### config.mk
export PLATFORM = sky130hd
export DESIGN_NAME = parity_frame_rx
export DESIGN_NICKNAME = d
export VERILOG_FILES = /design/src/rtl/parity_rx_pkg.sv /design/src/rtl/parity_bit_timer.sv /design/src/rtl/parity_frame_rx.sv
export SDC_FILE = /design/constraint.sdc
export NUM_CORES = 1
export LEC_CHECK = 0
export CAP_MARGIN = 10
export CORE_ASPECT_RATIO = 1.5
export CORE_MARGIN = 4
export CORE_UTILIZATION = 49
export DETAILED_ROUTE_END_ITERATION = 7
export GPL_TIMING_DRIVEN = 0
export PLACE_DENSITY = 0.72
export SETUP_SLACK_MARGIN = 0.3
export SLEW_MARGIN = 20
export SYNTH_ARGS = -nofsm -noshare
export SYNTH_HDL_FRONTEND = slang
export SYNTH_SLANG_ARGS = --single-unit
### constraint.sdc
create_clock -name clk -period 3.63 [get_ports clk]
set_input_delay 0.9075 -clock clk [delete_from_list [all_inputs] [get_ports clk]]
set_output_delay 0.9075 -clock clk [all_outputs]
set_load 0.05 [all_outputs]
### src/rtl/parity_rx_pkg.sv
// Shared types and sizing helpers for the even-parity frame receiver.
// Build option: PARITY_RX_SYNC_EN adds a two-flop input synchronizer in parity_frame_rx.
package parity_rx_pkg;

  // Receiver FSM states.
  typedef enum logic [2:0] {
    StIdle,
    StStart,
    StData,
    StParity,
    StStop,
    StBreak
  } rx_state_e;

  // Width of a counter that must hold values 0..n-1 (never narrower than one bit).
  function automatic int unsigned cnt_width(input int unsigned n);
    return (n > 1) ? $clog2(n) : 1;
  endfunction

  // Half a bit period, used to land the start-bit sample at its centre.
  function automatic int unsigned half_bit(input int unsigned clks_per_bit);
    return clks_per_bit / 2;
  endfunction

  localparam int unsigned DefaultDataW      = 4;
  localparam int unsigned DefaultClksPerBit = 8;
  localparam int unsigned DefaultHalfBit    = half_bit(DefaultClksPerBit);
  localparam int unsigned DefaultCntW       = cnt_width(DefaultClksPerBit);
  localparam int unsigned DefaultIdxW       = cnt_width(DefaultDataW);

endpackage

### src/rtl/parity_bit_timer.sv
// Bit-period down-counter for the frame receiver. Loads a half-bit or full-bit
// count on request and raises tick while the count sits at zero (the sample point).
module parity_bit_timer
  import parity_rx_pkg::*;
#(
  parameter int unsigned CLKS_PER_BIT = 8
) (
  input  logic clk,
  input  logic rst_n,
  input  logic load_half,
  input  logic load_full,
  output logic tick
);

  localparam int unsigned CntW = cnt_width(CLKS_PER_BIT);
  localparam logic [CntW-1:0] HalfVal = CntW'(half_bit(CLKS_PER_BIT));
  localparam logic [CntW-1:0] FullVal = CntW'(CLKS_PER_BIT - 1);

  logic [CntW-1:0] cnt_q;

  // Count down to zero and hold there; a load always wins, half-bit has priority.
  always_ff @(posedge clk or negedge rst_n) begin
    if (!rst_n) begin
      cnt_q <= HalfVal;
    end else if (load_half) begin
      cnt_q <= HalfVal;
    end else if (load_full) begin
      cnt_q <= FullVal;
    end else if (cnt_q != '0) begin
      cnt_q <= cnt_q - CntW'(1);
    end
  end

  assign tick = (cnt_q == '0);

endmodule

### src/rtl/parity_frame_rx.sv
// Even-parity serial frame receiver: start(0), DATA_W data bits LSB first,
// even parity, stop(1). Samples bit centres, reports parity and framing errors.
// Build option: PARITY_RX_SYNC_EN routes rx_in through a two-flop synchronizer.
module parity_frame_rx
  import parity_rx_pkg::*;
#(
  parameter int unsigned DATA_W       = 4,
  parameter int unsigned CLKS_PER_BIT = 8
) (
  input  logic              clk,
  input  logic              rst_n,
  input  logic              rx_in,
  output logic [DATA_W-1:0] data_out,
  output logic              valid_out,
  output logic              parity_err,
  output logic              frame_err,
  output logic              busy
);

  localparam int unsigned IdxW = cnt_width(DATA_W);
  localparam logic [IdxW-1:0] LastIdx = IdxW'(DATA_W - 1);

  logic rx_s;

`ifdef PARITY_RX_SYNC_EN
  logic [1:0] sync_q;

  // Two-flop synchronizer, reset to the idle line level.
  always_ff @(posedge clk or negedge rst_n) begin
    if (!rst_n) begin
      sync_q <= 2'b11;
    end else begin
      sync_q <= {sync_q[0], rx_in};
    end
  end

  assign rx_s = sync_q[1];
`else
  assign rx_s = rx_in;
`endif

  rx_state_e         state_q;
  logic [DATA_W-1:0] shift_q;
  logic [IdxW-1:0]   idx_q;
  logic              par_q;
  logic              tick;
  logic              load_half;
  logic              load_full;

  parity_bit_timer #(
    .CLKS_PER_BIT(CLKS_PER_BIT)
  ) u_timer (
    .clk      (clk),
    .rst_n    (rst_n),
    .load_half(load_half),
    .load_full(load_full),
    .tick     (tick)
  );

  // Timer control: keep the half-bit count preloaded whenever no frame is armed,
  // so the first low cycle in idle already counts toward the start sample.
  always_comb begin
    load_half = 1'b0;
    load_full = 1'b0;
    unique case (state_q)
      StIdle:  load_half = rx_s;
      StStart: begin
        if (tick) begin
          load_half = rx_s;
          load_full = ~rx_s;
        end
      end
      StData:   load_full = tick;
      StParity: load_full = tick;
      StStop:   load_half = tick;
      StBreak:  load_half = 1'b1;
      default:  load_half = 1'b1;
    endcase
  end

  // Frame FSM with shift register and registered outputs.
  always_ff @(posedge clk or negedge rst_n) begin
    if (!rst_n) begin
      state_q    <= StIdle;
      shift_q    <= '0;
      idx_q      <= '0;
      par_q      <= 1'b0;
      data_out   <= '0;
      valid_out  <= 1'b0;
      parity_err <= 1'b0;
      frame_err  <= 1'b0;
      busy       <= 1'b0;
    end else begin
      valid_out <= 1'b0;
      unique case (state_q)
        StIdle: begin
          if (!rx_s) begin
            state_q <= StStart;
            idx_q   <= '0;
            busy    <= 1'b1;
          end
        end
        StStart: begin
          if (tick) begin
            if (rx_s) begin
              // Start bit gone by its centre: treat as a glitch.
              state_q <= StIdle;
              busy    <= 1'b0;
            end else begin
              state_q <= StData;
            end
          end
        end
        StData: begin
          if (tick) begin
            shift_q[idx_q] <= rx_s;
            if (idx_q == LastIdx) begin
              state_q <= StParity;
            end else begin
              idx_q <= idx_q + IdxW'(1);
            end
          end
        end
        StParity: begin
          if (tick) begin
            par_q   <= rx_s;
            state_q <= StStop;
          end
        end
        StStop: begin
          if (tick) begin
            data_out   <= shift_q;
            parity_err <= ^{shift_q, par_q};
            frame_err  <= ~rx_s;
            valid_out  <= 1'b1;
            // busy drops with valid_out even when a low stop bit sends us to BREAK.
            busy       <= 1'b0;
            state_q    <= rx_s ? StIdle : StBreak;
          end
        end
        StBreak: begin
          if (rx_s) begin
            state_q <= StIdle;
          end
        end
        default: begin
          state_q <= StIdle;
          busy    <= 1'b0;
        end
      endcase
    end
  end

endmodule

; ---- Yosys cells after proc, flatten, opt, wreduce, memory -nomap -nowiden
; Index checks and enable logic that the tools add are counted.
; W data, S select, Z words.
[classes]
n_addsub = 2
order_cmp = 2
eq_ne = 15
muxes = 31
bitwise_logic = 2
reduce_logical = 15
[op_table]
columns = operator, n
row1 = $mux W3, 11
row2 = $ne A2 B2 Y1 const B, 9
row3 = $pmux W3 S6, 1
row4 = $mux W1, 9
row5 = $mux W2, 4
row6 = $pmux W1 S4, 2
row7 = $reduce_and A7 Y1, 1
row8 = $eq A3 B2 Y1 const B, 2
row9 = $eq A3 B3 Y1 const B, 2
row10 = $logic_not A3 Y1, 2
row11 = $reduce_and A2 Y1, 3
row12 = $reduce_bool A3 Y1, 2
row13 = $reduce_and A5 Y1, 1
row14 = $reduce_xor A5 Y1, 1
row15 = $bwmux W4, 1
row16 = $pmux W2 S2, 1
row17 = $reduce_and A4 Y1, 1
row18 = $eq A3 B1 Y1 const B, 1
row19 = $lt A2 B3 Y1 const B, 1
row20 = $reduce_or A3 Y1, 1
row21 = $sub A3 B1 Y3 const B, 1
row22 = $add A2 B1 Y2 const B, 1
row23 = $demux W1 S2, 1
row24 = $eq A2 B2 Y1 const B, 1
row25 = 6 further kinds, 7
[totals]
regBits = 21
inputBits = 3
out_inout_bits = 8
word_cells = 77

; ---- Logic depth before layout (Yosys ltp)
[depth]
word_depth = 5
depth_mapped = 7
mapped_depth_nobuf = 6

; ---- By module
; A second synthesis with hierarchy kept.
[hier_totals]
hier_cells = 101
hier_area_um2 = 1137.3
[modules_own_cells]
columns = module, n_inst, cells_each, area_each_um2, seq_area_each_um2
row1 = parity_frame_rx, 1, 83, 953.4, 450.4
row2 = parity_bit_timer, 1, 18, 183.9, 76.3

; ---- Worst setup path before layout
; Ideal clock, no wire load.
[synth_timing]
path_kind = input -> register
start = in rx_in
end = reg state_q[2]
setup_ns = 0.120
arrival_ns = 1.502
required_ns = 3.510
slack_ns = 2.008
cell_stages = 3
n_path_buf = 1
path_cell_list = clkbuf_1 > o21ai_0 > a31o_2
[synth_via]
elab_chain_len = 3
elab_cells_between_ends = 6
cone_classes = eq/ne: 2 / mux: 3 / reduce/logical: 1
[synth_rtl]
columns = item, line
row1 = from (decl), parity_frame_rx.sv:12  ; input logic rx_in,
row2 = $mux W3, parity_frame_rx.sv:138  ; state_q <= rx_s ? StIdle : StBreak;
row3 = $mux W3, parity_frame_rx.sv:131  ; if (tick) begin
row4 = $pmux W3 S6, parity_frame_rx.sv:95  ; unique case (state_q)
row5 = to (signal assigned), parity_frame_rx.sv:98  ; state_q <= StStart;
row6 = to (signal assigned), parity_frame_rx.sv:138
row7 = to (signal assigned), parity_frame_rx.sv:143  ; state_q <= StIdle;
row8 = to (decl), parity_frame_rx.sv:42  ; rx_state_e state_q;
; Several ways; a longest one is shown, not always the timed one. The select of a mux whose other input is x is not followed.
; A chain may end at the register's enable or synchronous reset.

; ---- Worst setup path after layout
[layout_timing]
start = reg busy
end = out busy
[layout_lines]
columns = item, line
row1 = from (decl), parity_frame_rx.sv:17  ; output logic busy
row2 = from (signal assigned), parity_frame_rx.sv:92  ; busy <= 1'b0;
row3 = from (signal assigned), parity_frame_rx.sv:100  ; busy <= 1'b1;
row4 = from (signal assigned), parity_frame_rx.sv:108  ; busy <= 1'b0;
; No word-level cell between the ends.

==> out/qor.txt <==
Worst Hold Launch: frame_err$_DFFE_PN0P_
fin. max-slew vios: 0
final core area utilization: 0.582
relative slew slack: 0.392
Post-DP HPWL: 1540 um
share of the synthesized area in the top cell type: 0.432
Design Area, Final: 1320 sq um
worst path required time: 2.72 ns
CP Max Fanout: 4
drt first-iter violations: 13
cell family with most CP delay: buffers and inverters
post-DR wirelength/cell: 13.7 um
Leak: 0.599 nW
max_cap viols: 0
beginning of the critical path: busy$_DFFE_PN0P_
PortBufs: 10
post-CTS sizing: 0
R2R Path Start: u_timer.cnt_q[0]$_DFFE_PN0P_
switching part of the total power: 0.435
setup bufs post-CTS: 0
Residual DRC: 0
Worst Tran Pin Value: 0.910 ns
most frequent cell after synthesis: dfrtp_1
Critical Path Source Type: flip-flop
Place WS: 1.27 ns
std cell rows: 21
Final ANT Viol Nets: 0
die area: 3220 sq um
wire length on met1: 842 um
Clock Tree Buf Depth: 2
synth cell count leaders: dfrtp_1, nand2_1, inv_1, o21ai_0
Hold Path Class: reg2reg
Top Metal Used: met4
Num CTS Buffers: 3
sw power: 438 uW
# diodes: 0
Ys Warns: 0
drt pass-1 iters: 4
sequential share of power: 0.381
Post-synth EDFFs: 0
setup TNS: 0 ns
Internal Power: 570 uW
RSZ-0062 raised after global routing: false
part of the Yosys area used for sequential elements: 0.455
Netlist cell types: 34
CP cell instances: clkdlybuf4s50_1
I/O pins: 11
combinational fraction of design power: 0.510
synthesized cell area: 1160 sq um
total core area: 2260 sq um
Max Fclk: 411 MHz
initial antenna violation count: 0
CP peak stage delay: 0.82 ns
Setup WS post-layout: 1.20 ns
worst endpoint data arrival time: 1.53 ns
vias in the first global route: 837
grt ovf: 0
H-tree Lvls: 1
Min Clock Period, post-route: 2.43 ns
Synth Instances: 112
Yosys top cell by area: dfrtp_1
vias per inst: 5.74
Seq cells post-synth: 21
CP bufs+invs: 1
syn avg cell area: 10.3 sq um
maximum vdd drop: 0.000388 V
power share of the clock group: 0.109
largest net degree at the start of global routing: 22
Die Wd: 47.7 um
status: finished clean
clock skew: 0.000888 ns
crit path kind: reg2out
wire length on met2: 1080 um
asr flop ratio synth: 1.00
syn_nets: 121
area growth from synthesis to layout: 13.5%
DP Area: 1290 sq um
GRT Total Usage: 0.154
# setup viols final: 0
Clock transition at path regs: 0.11 ns
CTS tree: yes
Power Density: 767 nW/um^2
starting density of the core: 0.513
final net count: 136
global-route wire length before repair: 3540 um
Post-CTS Hold Buffers: 0
worst-skew pair later-pin latency: 0.30 ns
highest-delay cell along the critical path: clkdlybuf4s50_1
Total Routed Length: 2040 um
fin crit share: 0.670
Hold Vio Cnt, Final: 0
met3 routed WL: 66 um
GPL Wtd Cong: 0.844
clock sink count: 21
share of post-route cells with drive strength above 1: 0.183
crit end category: output pin
largest cells by area after synthesis: dfrtp_1, ha_1, mux2_4
DR vias: 856
Die Ht: 67.6 um
top_reg_cell synth: dfrtp_1
clk root buf: clkbuf_4
-- placed cells by master, fill, tap and decap left out, types with 2 or more instances in the layout --
cell	synthesis	final
a21oi_1	6	6
buf_2	2	2
clkbuf_1	3	3
clkbuf_4	0	3
clkdlybuf4s50_1	0	10
dfrtp_1	20	20
ha_1	6	6
inv_1	9	9
mux2_2	5	5
mux2_4	4	4
nand2_1	12	12
nand2b_1	3	3
nand3_1	3	3
nor2_1	5	5
nor3_1	2	2
o211ai_1	2	2
o21ai_0	9	9
xnor2_1	3	3
-- state kept, by name (all words and copies together), names as in the netlist --
| register | cells |
|---|---|
| parity_err | 1 |
| data_out | 4 |
| busy | 1 |
| valid_out | 1 |
| state_q | 3 |
| shift_q | 4 |
| par_q | 1 |
| frame_err | 1 |
| u_timer.cnt_q | 3 |
| idx_q | 2 |
-- power by group through the flow --
stage	sequential (mW)	clock, mW	combinational, mW
5_1_grt	0.395	0.130	0.567
2_1_floorplan	0.457	0	0.318
6_report	0.384	0.110	0.514
3_3_place_gp	0.384	0	0.503
4_1_cts	0.384	0.116	0.519
3_5_place_dp	0.389	0	0.517
-- layer usage --
metal  global-route usage  up-vias
met2                0.255       15
met4               0.0842        0
li1                     -      414
met1                0.175      420
met3               0.0320        7
met5                    0        -
-- logic make-up after synthesis --
kind of cell	share of synthesized area
AND/OR/NAND/NOR	0.154
buffers and inverters	0.0572
flip-flops	0.455
multiplexers	0.100
adder cells (fa/ha/maj)	0.0648
XOR/XNOR	0.0302
AO/OA/AOI/OAI	0.138
-- final cells by class --
cell class / count / area [sq um]
plain buffers: 6 / 32.5
clock inverters: 1 / 5.00
flip-flops and latches: 21 / 527
well taps: 23 / 28.8
inverters: 9 / 33.8
fillers: 198 / 945
clock buffers: 3 / 22.5
multi-input cells: 76 / 566
repair buffers: 10 / 100
-- stage by stage --
stage	total power, mW	cells	hold WS [ns]
6_report	1.01	149	0.511
5_1_grt	1.09	149	0.534
4_1_cts	1.02	149	0.519
3_5_place_dp	0.907	145	0.491
3_3_place_gp	0.886	145	0.466
2_1_floorplan	0.775	112	0.502
-- final timing paths --
check	cells after the start	to	slack, ns
worst max register to register	7	shift_q[2]$_DFFE_PN0P_	1.94
worst max-delay path	1	busy	1.20
min in group asynchronous	1	shift_q[1]$_DFFE_PN0P_	1.11
max in group asynchronous	1	valid_out$_DFF_PN0_	1.97
worst min register to register	2	frame_err$_DFFE_PN0P_	0.51
worst min-delay path	2	frame_err$_DFFE_PN0P_	0.51
No activity file was read; power rests on OpenSTA's default activity.
